File: config.mk
export PLATFORM = sky130hd
export DESIGN_NAME = sram_port_arbiter
export DESIGN_NICKNAME = d
export VERILOG_FILES = /design/src/rtl/sram_port_arbiter.sv
export SDC_FILE = /design/constraint.sdc
export NUM_CORES = 1
export LEC_CHECK = 0
export BUFFER_PORTS_ARGS = -buffer_cell sky130_fd_sc_hd__buf_2
export CELL_PAD_IN_SITES_DETAIL_PLACEMENT = 0
export CELL_PAD_IN_SITES_GLOBAL_PLACEMENT = 2
export CORE_MARGIN = 5
export CORE_UTILIZATION = 13
export DETAILED_ROUTE_END_ITERATION = 10
export PLACE_DENSITY = 0.8
export SKIP_LAST_GASP = 1
export SLEW_MARGIN = 15
export SYNTH_ARGS = -nofsm -noshare
export SYNTH_HDL_FRONTEND = slang
export SYNTH_SLANG_ARGS = --single-unit
File: constraint.sdc
create_clock -name clk -period 1.9 [get_ports clk]
set_input_delay 0.19 -clock clk [delete_from_list [all_inputs] [get_ports clk]]
set_output_delay 0.19 -clock clk [all_outputs]
set_load 0.05 [all_outputs]
File: src/rtl/sram_port_arbiter.sv
// sram_port_arbiter: shares one SRAM-like memory port between the instruction-fetch
// (i_*) and data (d_*) requesters. Address phases are arbitrated one at a time, with
// a one-cycle IDLE bubble between grants. Responses come back in order, and each one
// is steered to the requester that issued it by an owner FIFO.
//
// Ports
//   clk, reset                                  clock; asynchronous active-high reset
//   i_req/i_wr/i_size/i_wstrb/i_addr/i_wdata    instruction requester, fields held until i_addr_ok
//   i_addr_ok, i_data_ok, i_rdata               instruction handshakes / read data
//   d_req/d_wr/d_size/d_wstrb/d_addr/d_wdata    data requester, same rules
//   d_addr_ok, d_data_ok, d_rdata               data handshakes / read data
//   m_req/m_wr/m_size/m_wstrb/m_addr/m_wdata    request to the memory bridge
//   m_addr_ok, m_data_ok, m_rdata               memory handshakes / read data
//   err                                         sticky: response seen with nothing outstanding
module sram_port_arbiter #(
    parameter int unsigned OUTSTANDING  = 2,
    parameter int unsigned STARVE_LIMIT = 4
) (
    input  logic        clk,
    input  logic        reset,

    input  logic        i_req,
    input  logic        i_wr,
    input  logic [1:0]  i_size,
    input  logic [3:0]  i_wstrb,
    input  logic [31:0] i_addr,
    input  logic [31:0] i_wdata,
    output logic        i_addr_ok,
    output logic        i_data_ok,
    output logic [31:0] i_rdata,

    input  logic        d_req,
    input  logic        d_wr,
    input  logic [1:0]  d_size,
    input  logic [3:0]  d_wstrb,
    input  logic [31:0] d_addr,
    input  logic [31:0] d_wdata,
    output logic        d_addr_ok,
    output logic        d_data_ok,
    output logic [31:0] d_rdata,

    output logic        m_req,
    output logic        m_wr,
    output logic [1:0]  m_size,
    output logic [3:0]  m_wstrb,
    output logic [31:0] m_addr,
    output logic [31:0] m_wdata,
    input  logic        m_addr_ok,
    input  logic        m_data_ok,
    input  logic [31:0] m_rdata,

    output logic        err
);

    localparam int unsigned CNT_W = $clog2(OUTSTANDING + 1);
    localparam int unsigned PTR_W = (OUTSTANDING > 1) ? $clog2(OUTSTANDING) : 1;
    localparam int unsigned STV_W = $clog2(STARVE_LIMIT + 1);

    typedef struct packed {
        logic        wr;
        logic [1:0]  size;
        logic [3:0]  wstrb;
        logic [31:0] addr;
        logic [31:0] wdata;
    } req_t;

    typedef enum logic [1:0] {
        IDLE  = 2'd0,
        GNT_D = 2'd1,
        GNT_I = 2'd2
    } state_t;

    state_t           state;
    logic [STV_W-1:0] starve;
    logic [CNT_W-1:0] cnt;
    logic [PTR_W-1:0] wr_ptr;
    logic [PTR_W-1:0] rd_ptr;
    logic [OUTSTANDING-1:0] owner_q;   // 0 = inst, 1 = data

    logic push;
    logic pop;
    logic head;
    logic full;
    logic starved;
    req_t sel;

    assign full    = (cnt == CNT_W'(OUTSTANDING));
    assign starved = i_req && (starve == STV_W'(STARVE_LIMIT));
    assign push    = m_req && m_addr_ok;
    assign pop     = m_data_ok && (cnt != '0);
    assign head    = owner_q[rd_ptr];

    function automatic logic [PTR_W-1:0] ptr_inc(input logic [PTR_W-1:0] p);
        return (p == PTR_W'(OUTSTANDING - 1)) ? '0 : p + PTR_W'(1);
    endfunction

    // Arbitration FSM and anti-starvation counter.
    always_ff @(posedge clk or posedge reset) begin
        if (reset) begin
            state  <= IDLE;
            starve <= '0;
        end else begin
            case (state)
                IDLE: begin
                    if (!full) begin
                        if (d_req && !starved) begin
                            state <= GNT_D;
                            if (i_req && (starve != STV_W'(STARVE_LIMIT)))
                                starve <= starve + STV_W'(1);
                        end else if (i_req) begin
                            state  <= GNT_I;
                            starve <= '0;
                        end
                    end
                end
                // An accept takes priority over a same-cycle withdrawal.
                GNT_D:   if (m_addr_ok || !d_req) state <= IDLE;
                GNT_I:   if (m_addr_ok || !i_req) state <= IDLE;
                default: state <= IDLE;
            endcase
        end
    end

    // Owner FIFO: records who issued each accepted address phase.
    always_ff @(posedge clk or posedge reset) begin
        if (reset) begin
            cnt     <= '0;
            wr_ptr  <= '0;
            rd_ptr  <= '0;
            owner_q <= '0;
        end else begin
            if (push) begin
                owner_q[wr_ptr] <= (state == GNT_D);
                wr_ptr          <= ptr_inc(wr_ptr);
            end
            if (pop)
                rd_ptr <= ptr_inc(rd_ptr);
            case ({push, pop})
                2'b10:   cnt <= cnt + CNT_W'(1);
                2'b01:   cnt <= cnt - CNT_W'(1);
                default: cnt <= cnt;
            endcase
        end
    end

    // Sticky error for a response that has no matching transaction.
    always_ff @(posedge clk or posedge reset) begin
        if (reset)
            err <= 1'b0;
        else if (m_data_ok && (cnt == '0))
            err <= 1'b1;
    end

    // Request fields come from the current owner; zero while idle.
    always_comb begin
        sel = '0;
        case (state)
            GNT_D:   sel = '{wr: d_wr, size: d_size, wstrb: d_wstrb, addr: d_addr, wdata: d_wdata};
            GNT_I:   sel = '{wr: i_wr, size: i_size, wstrb: i_wstrb, addr: i_addr, wdata: i_wdata};
            default: sel = '0;
        endcase
    end

    assign m_req   = (state != IDLE);
    assign m_wr    = sel.wr;
    assign m_size  = sel.size;
    assign m_wstrb = sel.wstrb;
    assign m_addr  = sel.addr;
    assign m_wdata = sel.wdata;

    assign i_addr_ok = (state == GNT_I) && m_addr_ok;
    assign d_addr_ok = (state == GNT_D) && m_addr_ok;
    assign i_data_ok = pop && !head;
    assign d_data_ok = pop && head;
    assign i_rdata   = m_rdata;
    assign d_rdata   = m_rdata;

endmodule

After elaboration in Yosys (flattened, before gate mapping):

Index checks and enable logic that the tools add are counted.

* register bits after elaboration: 12
* bits in latches: 0
* RAM bits: 0
* bits in read-only memories: 0
* input bits: 180
* output and inout port bits: 141
* logic and storage cells: 71
* memories: 0

* add/sub/neg operators: 5
* multipliers: 0
* divide/modulo/power cells: 0
* $lt $le $gt $ge: 3
* equal/unequal tests: 12
* shift-type cells: 0
* multiplexer cells: 18
* bitwise gates (word level): 1
* reduce and logical (&&, ||, !) cells: 25

Operator list (number)
* one-hot mux 71 bit (2 select lines): 1
* logical AND 1 bit: 11
* two-way mux 2 bit: 5
* two-way mux 3 bit: 3
* AND reduction 4 bit: 2
* nonzero test 2 bit: 4
* == test 2 bit, second input constant: 3
* != test 2 bit, second input constant: 3
* != test 3 bit, second input constant: 2
* one-hot mux 2 bit (3 select lines): 1
* two-way mux 1 bit: 5
* == test 2 x 1 -> 1 bit, second input constant: 2
* zero test 1 bit: 4
* zero test 2 bit: 2
* less-than comparator 1 x 2 -> 1 bit, second input constant: 2
* one-hot mux 2 bit (2 select lines): 1
* adder 3 x 1 -> 3 bit, second input constant: 1
* == test 3 bit, second input constant: 1
* adder 1 bit, second input constant: 2
* adder 2 x 1 -> 2 bit, second input constant: 1
* bitwise mux 2 bit: 1
* logical OR 1 bit: 2
* != test 2 x 1 -> 1 bit, second input constant: 1
* subtractor 2 x 1 -> 2 bit, second input constant: 1
* other kinds (3): 3

Longest topological paths before layout:

Gate-level depths: netlist of the first run.

* depth after elaboration: 7
* depth in mapped cells: 7
* gate-level depth less buffers: 7

Worst setup path after synthesis of the first run:

Ideal clock, no wire load.

* path type: flip-flop to output port
* from: reg state[0]
* to: out m_addr[0]
* arrival: 1.873 ns
* required time: 1.710 ns
* setup slack: -0.163 ns
* cell stages (with the launch flop): 7
* buffers on the path: 2
* path through: dfrtp_1 -> inv_1 -> ha_1 -> buf_6 -> clkbuf_1 -> a22oi_1 -> nor2b_1

* cells in the longest elaborated chain, start to end: 2
* elaborated cells between the ends (all ways): 3
* those cells by class: eq/ne (2); mux (1)

RTL lines
* start: declaration: RTL line 73 `state_t state;`
* start signal: assignment: RTL line 100 `state <= IDLE;`
* start signal: assignment: RTL line 107 `state <= GNT_D;`
* start signal: assignment: RTL line 111 `state <= GNT_I;`
* == test 2 bit or == test 2 x 1 -> 1 bit (tied branches): RTL line 157 `case (state)`
* one-hot mux 71 bit (2 select lines) (*): RTL line 157
* end: declaration: RTL line 46 `output logic [31:0] m_addr,`

Every way passes the cells marked *; elsewhere a longest branch is shown, timed or not.

Final worst setup path of the first run:

* from: reg state[1]
* to: out m_addr[23]

The elaborated chain is that of the path after synthesis.

==> flow_metrics.env, run 1 <==
export IMPL_die_y_um=142
export IMPL_grt_pass1_vias=2850
export IMPL_swShare_pct=53.5
export IMPL_cts_tree="built"
export IMPL_rows=48
export IMPL_finalSetupTns_ns=0
export IMPL_worstHoldPathType="input port to flip-flop"
export IMPL_ys_seq_area_share_pct=13.2
export IMPL_power_density_mw_per_mm2=1780
export IMPL_area_growth_pct=77.9
export IMPL_place_area_sq_mm=0.00352
export IMPL_htreeDepth=1
export IMPL_grtUsageTotal_pct=9.90
export IMPL_p_seq_share_pct=6.3
export IMPL_grt_max_degree=28
export IMPL_pwr_share_comb_pct=87.8
export IMPL_port_buffers=224
export IMPL_max_stage_delay_ns=0.40
export IMPL_critPathBufInv=3
export IMPL_ys_types=26
export IMPL_vias_per_cell=3.95
export IMPL_grt_use_met3_pct=2.99
export IMPL_cts_sinks=12
export IMPL_critical_path_arrival_ns=1.70
export IMPL_rsz0062_at_grt="true"
export IMPL_synth_fp_nets=483
export IMPL_crit_fanout=27
export IMPL_maxCapViolations=0
export IMPL_synth_cells=295
export IMPL_antenna_found_initial=0
export IMPL_n_antenna_cell=0
export IMPL_clockPowerShare_pct=5.9
export IMPL_end_kind="output pin"
export IMPL_drc_errors=0
export IMPL_cts_buffers=3
export IMPL_final_cell_area_sq_mm=0.00405
export IMPL_num_vias=2671
export IMPL_grt_busiest_layer="met2"
export IMPL_crit_chain="buf_4 -> ha_4 -> buf_12 -> a22oi_1 -> nor2b_4 -> buf_12"
export IMPL_worstSetupPathType="flip-flop to output pin"
export IMPL_gr_total_overflow=0
export IMPL_status="finished, final reports clean"
export IMPL_drtAntennaViolNets=0
export IMPL_cp_common_cell="buf_12"
export IMPL_drtIter0Drc=115
export IMPL_clkTransAtPathRegs_ns=0.05
export IMPL_fp_dieW_um=142
export IMPL_setup_violations_final=0
export IMPL_root_buffer="clkbuf_16"
export IMPL_io_pins=321
export IMPL_grtUsageMet2_pct=18.3
export IMPL_wl_per_cell_um=16.5
export IMPL_internal_power_uw=3360
export IMPL_start_util_pct=13.2
export IMPL_clk_latency_ns=0.24
export IMPL_die_area_sq_mm=0.0203
export IMPL_maxSlewViolCount=0
export IMPL_vdd_ir_drop_max_mv=0.528
export IMPL_dp_hpwl_um=8410
export IMPL_layout_drive_gt1_share_pct=73.0
export IMPL_rrSetupSlack_ns=0.17
export IMPL_dr_pass1_iters=5
export IMPL_worstMarginPinSlew_ns=0.481
export IMPL_cp_required_ns=1.71
export IMPL_switchingPower_uw=3860
export IMPL_core_sq_mm=0.0172
export IMPL_nets=641
export IMPL_cpMaxStageDelayCell="dfrtp_1"
export IMPL_synth_area_sq_mm=0.00228
export IMPL_p_leak_uw=0.00182
export IMPL_grt_pass1_wl_um=16000
export IMPL_critPathLaunchType="flip-flop"
export IMPL_relSlewSlack_pct=67.9
export IMPL_syn_avg_cell_area_sq_um=7.72
export IMPL_drt_total_wl_um=11200
export IMPL_crit_family="buffers and inverters"
export IMPL_met1_usage_pct=11.9
export IMPL_fmax_ghz=0.530
export IMPL_fin_skew_ns=0.00345
export IMPL_ys_warn_count=0
export IMPL_gp_congestion=0.736
export IMPL_hold_viol=0
export IMPL_fin_crit_sh_pct=99.4
export IMPL_cts_buffer_depth=2
export IMPL_final_min_clock_period_ns=1.89
export IMPL_ys_seq_elements=12
-- cell type report --
cell class | instances | area [sq um]
flip-flops and latches | 12 | 302
clock buffers | 4 | 88.8
multi-input cells | 188 | 1630
repair buffers | 240 | 1720
fillers | 1903 | 13200
well taps | 225 | 282
inverters | 8 | 30.0
-- stage by stage --
| step | worst slack (ns) | hold WS [ns] | power, uW | util, % | std cells |
|---|---|---|---|---|---|
| floorplan | 0.0788 | 0.0547 | 4790 | - | 295 |
| global placement | 0.170 | 0.239 | 5950 | 20.4 | 665 |
| detailed placement | 0.121 | 0.236 | 5940 | 20.4 | 665 |
| CTS | 0.00321 | 0.168 | 7150 | 22.8 | 675 |
| global route | -0.0640 | 0.194 | 7690 | 23.5 | 677 |
| finish | 0.0120 | 0.171 | 7220 | 23.5 | 677 |
-- timing repair --
item                       4_1_cts  5_1_grt
gates resized for setup         75       25
hold buffers                     1        0
pin swaps                        2        0
hold endpoints to repair        12        0
setup endpoints to repair       71       73
cloned                           3        1
setup buffers                    2        1
-- metal layers --
layer	wire, um	vias to the layer above
li1	-	1286
met1	4300	1212
met2	5830	167
met3	1040	6
met4	22	0
met5	0	-
-- Yosys cell counts (all sizes together) --
| master | n | area share [%] |
|---|---|---|
| buf | 73 | 23 |
| nor2b | 73 | 20 |
| a22oi | 72 | 24 |
| clkbuf | 14 | 2.3 |
| dfrtp | 12 | 13 |
| ha | 8 | 4.4 |
| inv | 8 | 1.3 |
| and2 | 4 | 1.1 |
| mux2i | 4 | 1.8 |
| nand3 | 4 | 0.88 |
| nor2 | 4 | 0.66 |
| xnor2 | 4 | 1.5 |
| mux2 | 3 | 1.6 |
| nand2b | 3 | 0.82 |
| a21o | 1 | 0.33 |
| a21oi | 1 | 0.22 |
| a32o | 1 | 0.44 |
| nand4 | 1 | 0.27 |
| o2111ai | 1 | 0.38 |
| o21ai | 1 | 0.22 |
| o221ai | 1 | 0.66 |
| or3b | 1 | 0.38 |
| xor2 | 1 | 0.38 |
-- sequential cells by signal, indices dropped and copies added (netlist names) --
signal / count
wr_ptr: 1
cnt: 2
owner_q: 2
starve: 3
state: 2
err: 1
rd_ptr: 1
-- cell families (layout without fill, tap and decap cells) --
kind of cell | count (synthesis) | in the layout | share of synthesized area (%)
DFF | 12 | 12 | 13.2
AOI/OAI and AO/OA | 78 | 78 | 26.0
buffers and inverters | 95 | 252 | 27.0
xor gates and xnor gates | 5 | 5 | 1.92
adders and majority gates | 8 | 8 | 4.39
and+or+nand+nor | 90 | 90 | 24.2
muxes | 7 | 7 | 3.40
-- path summary, 6_finish.rpt --
kind,startpoint,cells after the start,endpoint
max in group asynchronous,reset,3,state[0]
min in group asynchronous,reset,3,err
min reg2reg,err,1,err
max reg2reg,state[0],7,cnt[1]
min,m_data_ok,2,err
max,state[1],6,m_addr[23]
-- power by group through the flow --
stage	Clock [uW]	Combinational [uW]	Sequential (uW)
6_report	427	6330	457
5_1_grt	453	6760	476
4_1_cts	439	6260	454
3_5_place_dp	0	5490	450
3_3_place_gp	0	5500	449
2_1_floorplan	0	4360	432
-- cell usage in the layout (no fill, tap or decap), types with 3 or more instances in the layout --
master     synthesis  final
a22oi_1           72     65
a22oi_2            0      7
and2_1             4      4
buf_12             0     13
buf_16             0      3
buf_2              8    152
buf_4             64     54
buf_6              1     15
clkbuf_16          0      4
dfrtp_1           12     11
ha_1               8      5
ha_4               0      3
inv_1              8      6
mux2i_1            4      4
nand2b_1           3      3
nand3_1            4      4
nor2_1             4      4
nor2b_1           73      3
nor2b_2            0     66
nor2b_4            0      4
xnor2_1            4      4
Note: power is estimated with default switching activity, not from simulation.
==> run 2, diff against run 1 <==
Settings changed: ABC_AREA set to 1, CORE_UTILIZATION 13 to 10, PLACE_DENSITY 0.8 to 0.73.
Clock period 1.9 ns to 1.6 ns, I/O delays scaled along.
==> run 2 against run 1 <==
  * The run now ends with setup timing left
  * Power increased by 20%
  * Clock-buffer cell count unchanged
  * Highest routed layer unchanged
  * Critical path depth up 1
  * Synthesized cell count up 34%
  * Design area rose by 7.7%
==> flow_metrics.env, run 2 <==
export IMPL_status="finished with violations"
export IMPL_violations="setup timing"
export IMPL_port_buffers=224
export IMPL_place_area_sq_mm=0.00341
export IMPL_async_flop_share_pct=100
export IMPL_power_uw=8700
export IMPL_clkTransAtPathRegs_ns=0.04
export IMPL_die_y_um=160
export IMPL_grtUsageTotal_pct=7.52
export IMPL_synth_commonest_cells="nand2_1, a21oi_1, buf_4, buf_2, inv_1"
export IMPL_drt_total_wl_um=13000
export IMPL_critPathLaunch="state[0]"
export IMPL_layout_drive_gt1_share_pct=54.2
export IMPL_vdd_ir_drop_max_mv=0.665
export IMPL_grt_pass1_vias=2857
export IMPL_cts_tree="built"
export IMPL_synth_top_area_cell="nand2_1"
export IMPL_drtIter0Drc=96
export IMPL_worst_r2r_cell_count=8
export IMPL_fmax_ghz=0.554
export IMPL_num_vias=3073
export IMPL_nets=768
export IMPL_synth_cells=396
export IMPL_cp_endpoint="m_addr[30]"
export IMPL_worstSetupPathType="flip-flop to output pin"
export IMPL_dr_pass1_iters=4
export IMPL_synth_area_leaders="nand2_1, buf_4, a21oi_1"
export IMPL_power_density_mw_per_mm2=1990
export IMPL_n_antenna_cell=0
export IMPL_cts_buffers=3
export IMPL_fin_hold_ws_ns=0.213
export IMPL_crit_fanout=14
export IMPL_finalWorstSetupSlack_ns=-0.205
export IMPL_fin_crit_sh_pct=113
export IMPL_end_kind="output pin"
export IMPL_p_leak_uw=0.00204
export IMPL_die_area_sq_mm=0.0255
export IMPL_grt_max_degree=43
export IMPL_hold_viol=0
export IMPL_final_cell_mix="nand2_1, buf_2, buf_4"
export IMPL_core_sq_mm=0.0220
export IMPL_worstHoldPathType="input port to flip-flop"
export IMPL_cp_required_ns=1.44
export IMPL_synth_top_area_share_pct=29.2
export IMPL_ys_seq_area_share_pct=13.4
export IMPL_timing_rr_end="cnt[1]"
export IMPL_cp_common_cell="buf_4"
export IMPL_final_min_clock_period_ns=1.80
export IMPL_synthFlopType="dfrtp_1"
export IMPL_worstMarginPinSlew_ns=0.496
export IMPL_rows=54
export IMPL_gr_total_overflow=0
export IMPL_synth_fp_nets=584
export IMPL_max_stage_delay_ns=0.37
export IMPL_drc_errors=0
export IMPL_gp_congestion=0.752
export IMPL_crit_chain="buf_4 -> ha_4 -> buf_4 -> buf_12 -> nand2_1 -> a21oi_1 -> buf_4"
export IMPL_rsz0062_at_grt="true"
export IMPL_reg2reg_from="state[0]"
export IMPL_clk_latency_ns=0.24
export IMPL_synth_edf_count=0
export IMPL_finalSetupTns_ns=-11.79
export IMPL_rrSetupSlack_ns=0.04
export IMPL_syn_avg_cell_area_sq_um=5.65
export IMPL_start_util_pct=10.2
export IMPL_synth_area_sq_mm=0.00224
export IMPL_fillers=2467
export IMPL_layout_commonest_cell="nand2_1"
export IMPL_fin_skew_ns=0.000949
export IMPL_root_buffer="clkbuf_16"
export IMPL_area_growth_pct=95.1
export IMPL_relSlewSlack_pct=66.9
export IMPL_fp_dieW_um=160
export IMPL_ys_types=21
export IMPL_ys_seq_elements=12
export IMPL_synth_most_common_cell="nand2_1"
export IMPL_cpMaxStageDelayCell="dfrtp_1"
export IMPL_critPathLaunchType="flip-flop"
export IMPL_largest_register_ffs=3
export IMPL_drtAntennaViolNets=0
export IMPL_vias_per_cell=3.58
export IMPL_cts_buffer_depth=2
export IMPL_dp_hpwl_um=8210
export IMPL_cts_sinks=12
export IMPL_ys_warn_count=0
export IMPL_setup_violations_final=73
export IMPL_io_pins=321
export IMPL_final_cell_area_sq_mm=0.00436
export IMPL_antenna_found_initial=0
export IMPL_wl_per_cell_um=15.1
export IMPL_top_register="starve"
export IMPL_maxSlewViolCount=0
export IMPL_grt_pass1_wl_um=15700
export IMPL_maxCapViolations=0
export IMPL_htreeDepth=1
export IMPL_critical_path_arrival_ns=1.64
## run 2: cell types whose count changed after synthesis, sizes merged, moves of 7 or more
cell / delta
clkbuf: -7
a22oi: -72
inv: +9
nand2: +175
nor2b: -73
buf: +7
a21oi: +72
## run 2: where the power goes
part / internal, uW / leakage (uW) / total, uW / switching (uW)
clock network: 377 / 0.0000442 / 507 / 130
registers: 432 / 0.000148 / 539 / 108
logic: 2890 / 0.00185 / 7650 / 4760
total: 3700 / 0.00204 / 8700 / 4990
## run 2: routing by layer
metal	track usage (%)	wire length, um	vias up	part of all wire, %
met2	14.9	6640	124	51
met5	0	0	-	0
met4	1.89	199	0	1.5
li1	-	-	1550	-
met1	7.72	5310	1378	41
met3	2.05	839	21	6.5
## run 2: critical path, delay by kind of cell, from the launching register on
kind                     cells  cell delay [ns]
buffers and inverters        4             0.62
AND/OR/NAND/NOR              1             0.08
adder cells (fa/ha/maj)      1             0.17
AO/OA/AOI/OAI                1             0.15
flip-flops                   1             0.37
## run 2: worst min-delay path by stage
stage	start	to	slack [ns]	cells after the start
2_1_floorplan	reset	cnt[0]	0.02	1
3_3_place_gp	reset	starve[2]	0.22	2
3_5_place_dp	reset	starve[1]	0.20	2
4_1_cts	m_data_ok	err	0.21	2
5_1_grt	m_data_ok	err	0.22	2
6_report	m_data_ok	err	0.21	2
## run 2: timing repair
action | in CTS | in global routing
gates cloned | 2 | 13
setup buffers | 0 | 8
gates resized for setup | 83 | 61
endpoints found under the setup margin | 74 | 74
endpoints found under the hold margin | 12 | 0
pin swaps | 2 | 7
hold buffers | 1 | 0
## run 2: cells by family (layout without fill, tap and decap cells)
kind of cell	count (synthesis)	count (layout)	synth area share [%]
adder cells (fa/ha/maj)	8	8	4.47
AO/OA/AOI/OAI	78	78	18.0
XOR/XNOR	4	4	1.57
buffers and inverters	104	287	29.2
flip-flops	12	12	13.4
AND/OR/NAND/NOR	190	190	33.4
## run 2: layout make-up
| class | count | area [sq um] | area share [%] |
|---|---|---|---|
| Sequential cell | 12 | 300 | 6.88 |
| Timing Repair Buffer | 266 | 2090 | 47.8 |
| Multi-Input combinational cell | 280 | 1470 | 33.7 |
| Tap cell | 280 | 350 | 8.03 |
| Clock buffer | 4 | 88.8 | 2.04 |
| Inverter | 17 | 66.3 | 1.52 |
## run 2: stage by stage
| stage | instances | utilization (%) | setup WS, ns |
|---|---|---|---|
| floorplan | 396 | - | -0.350 |
| global placement | 831 | 15.5 | -0.0395 |
| detailed placement | 831 | 15.5 | -0.0707 |
| CTS | 838 | 17.2 | -0.215 |
| global route | 859 | 19.9 | -0.259 |
| finish | 859 | 19.9 | -0.205 |
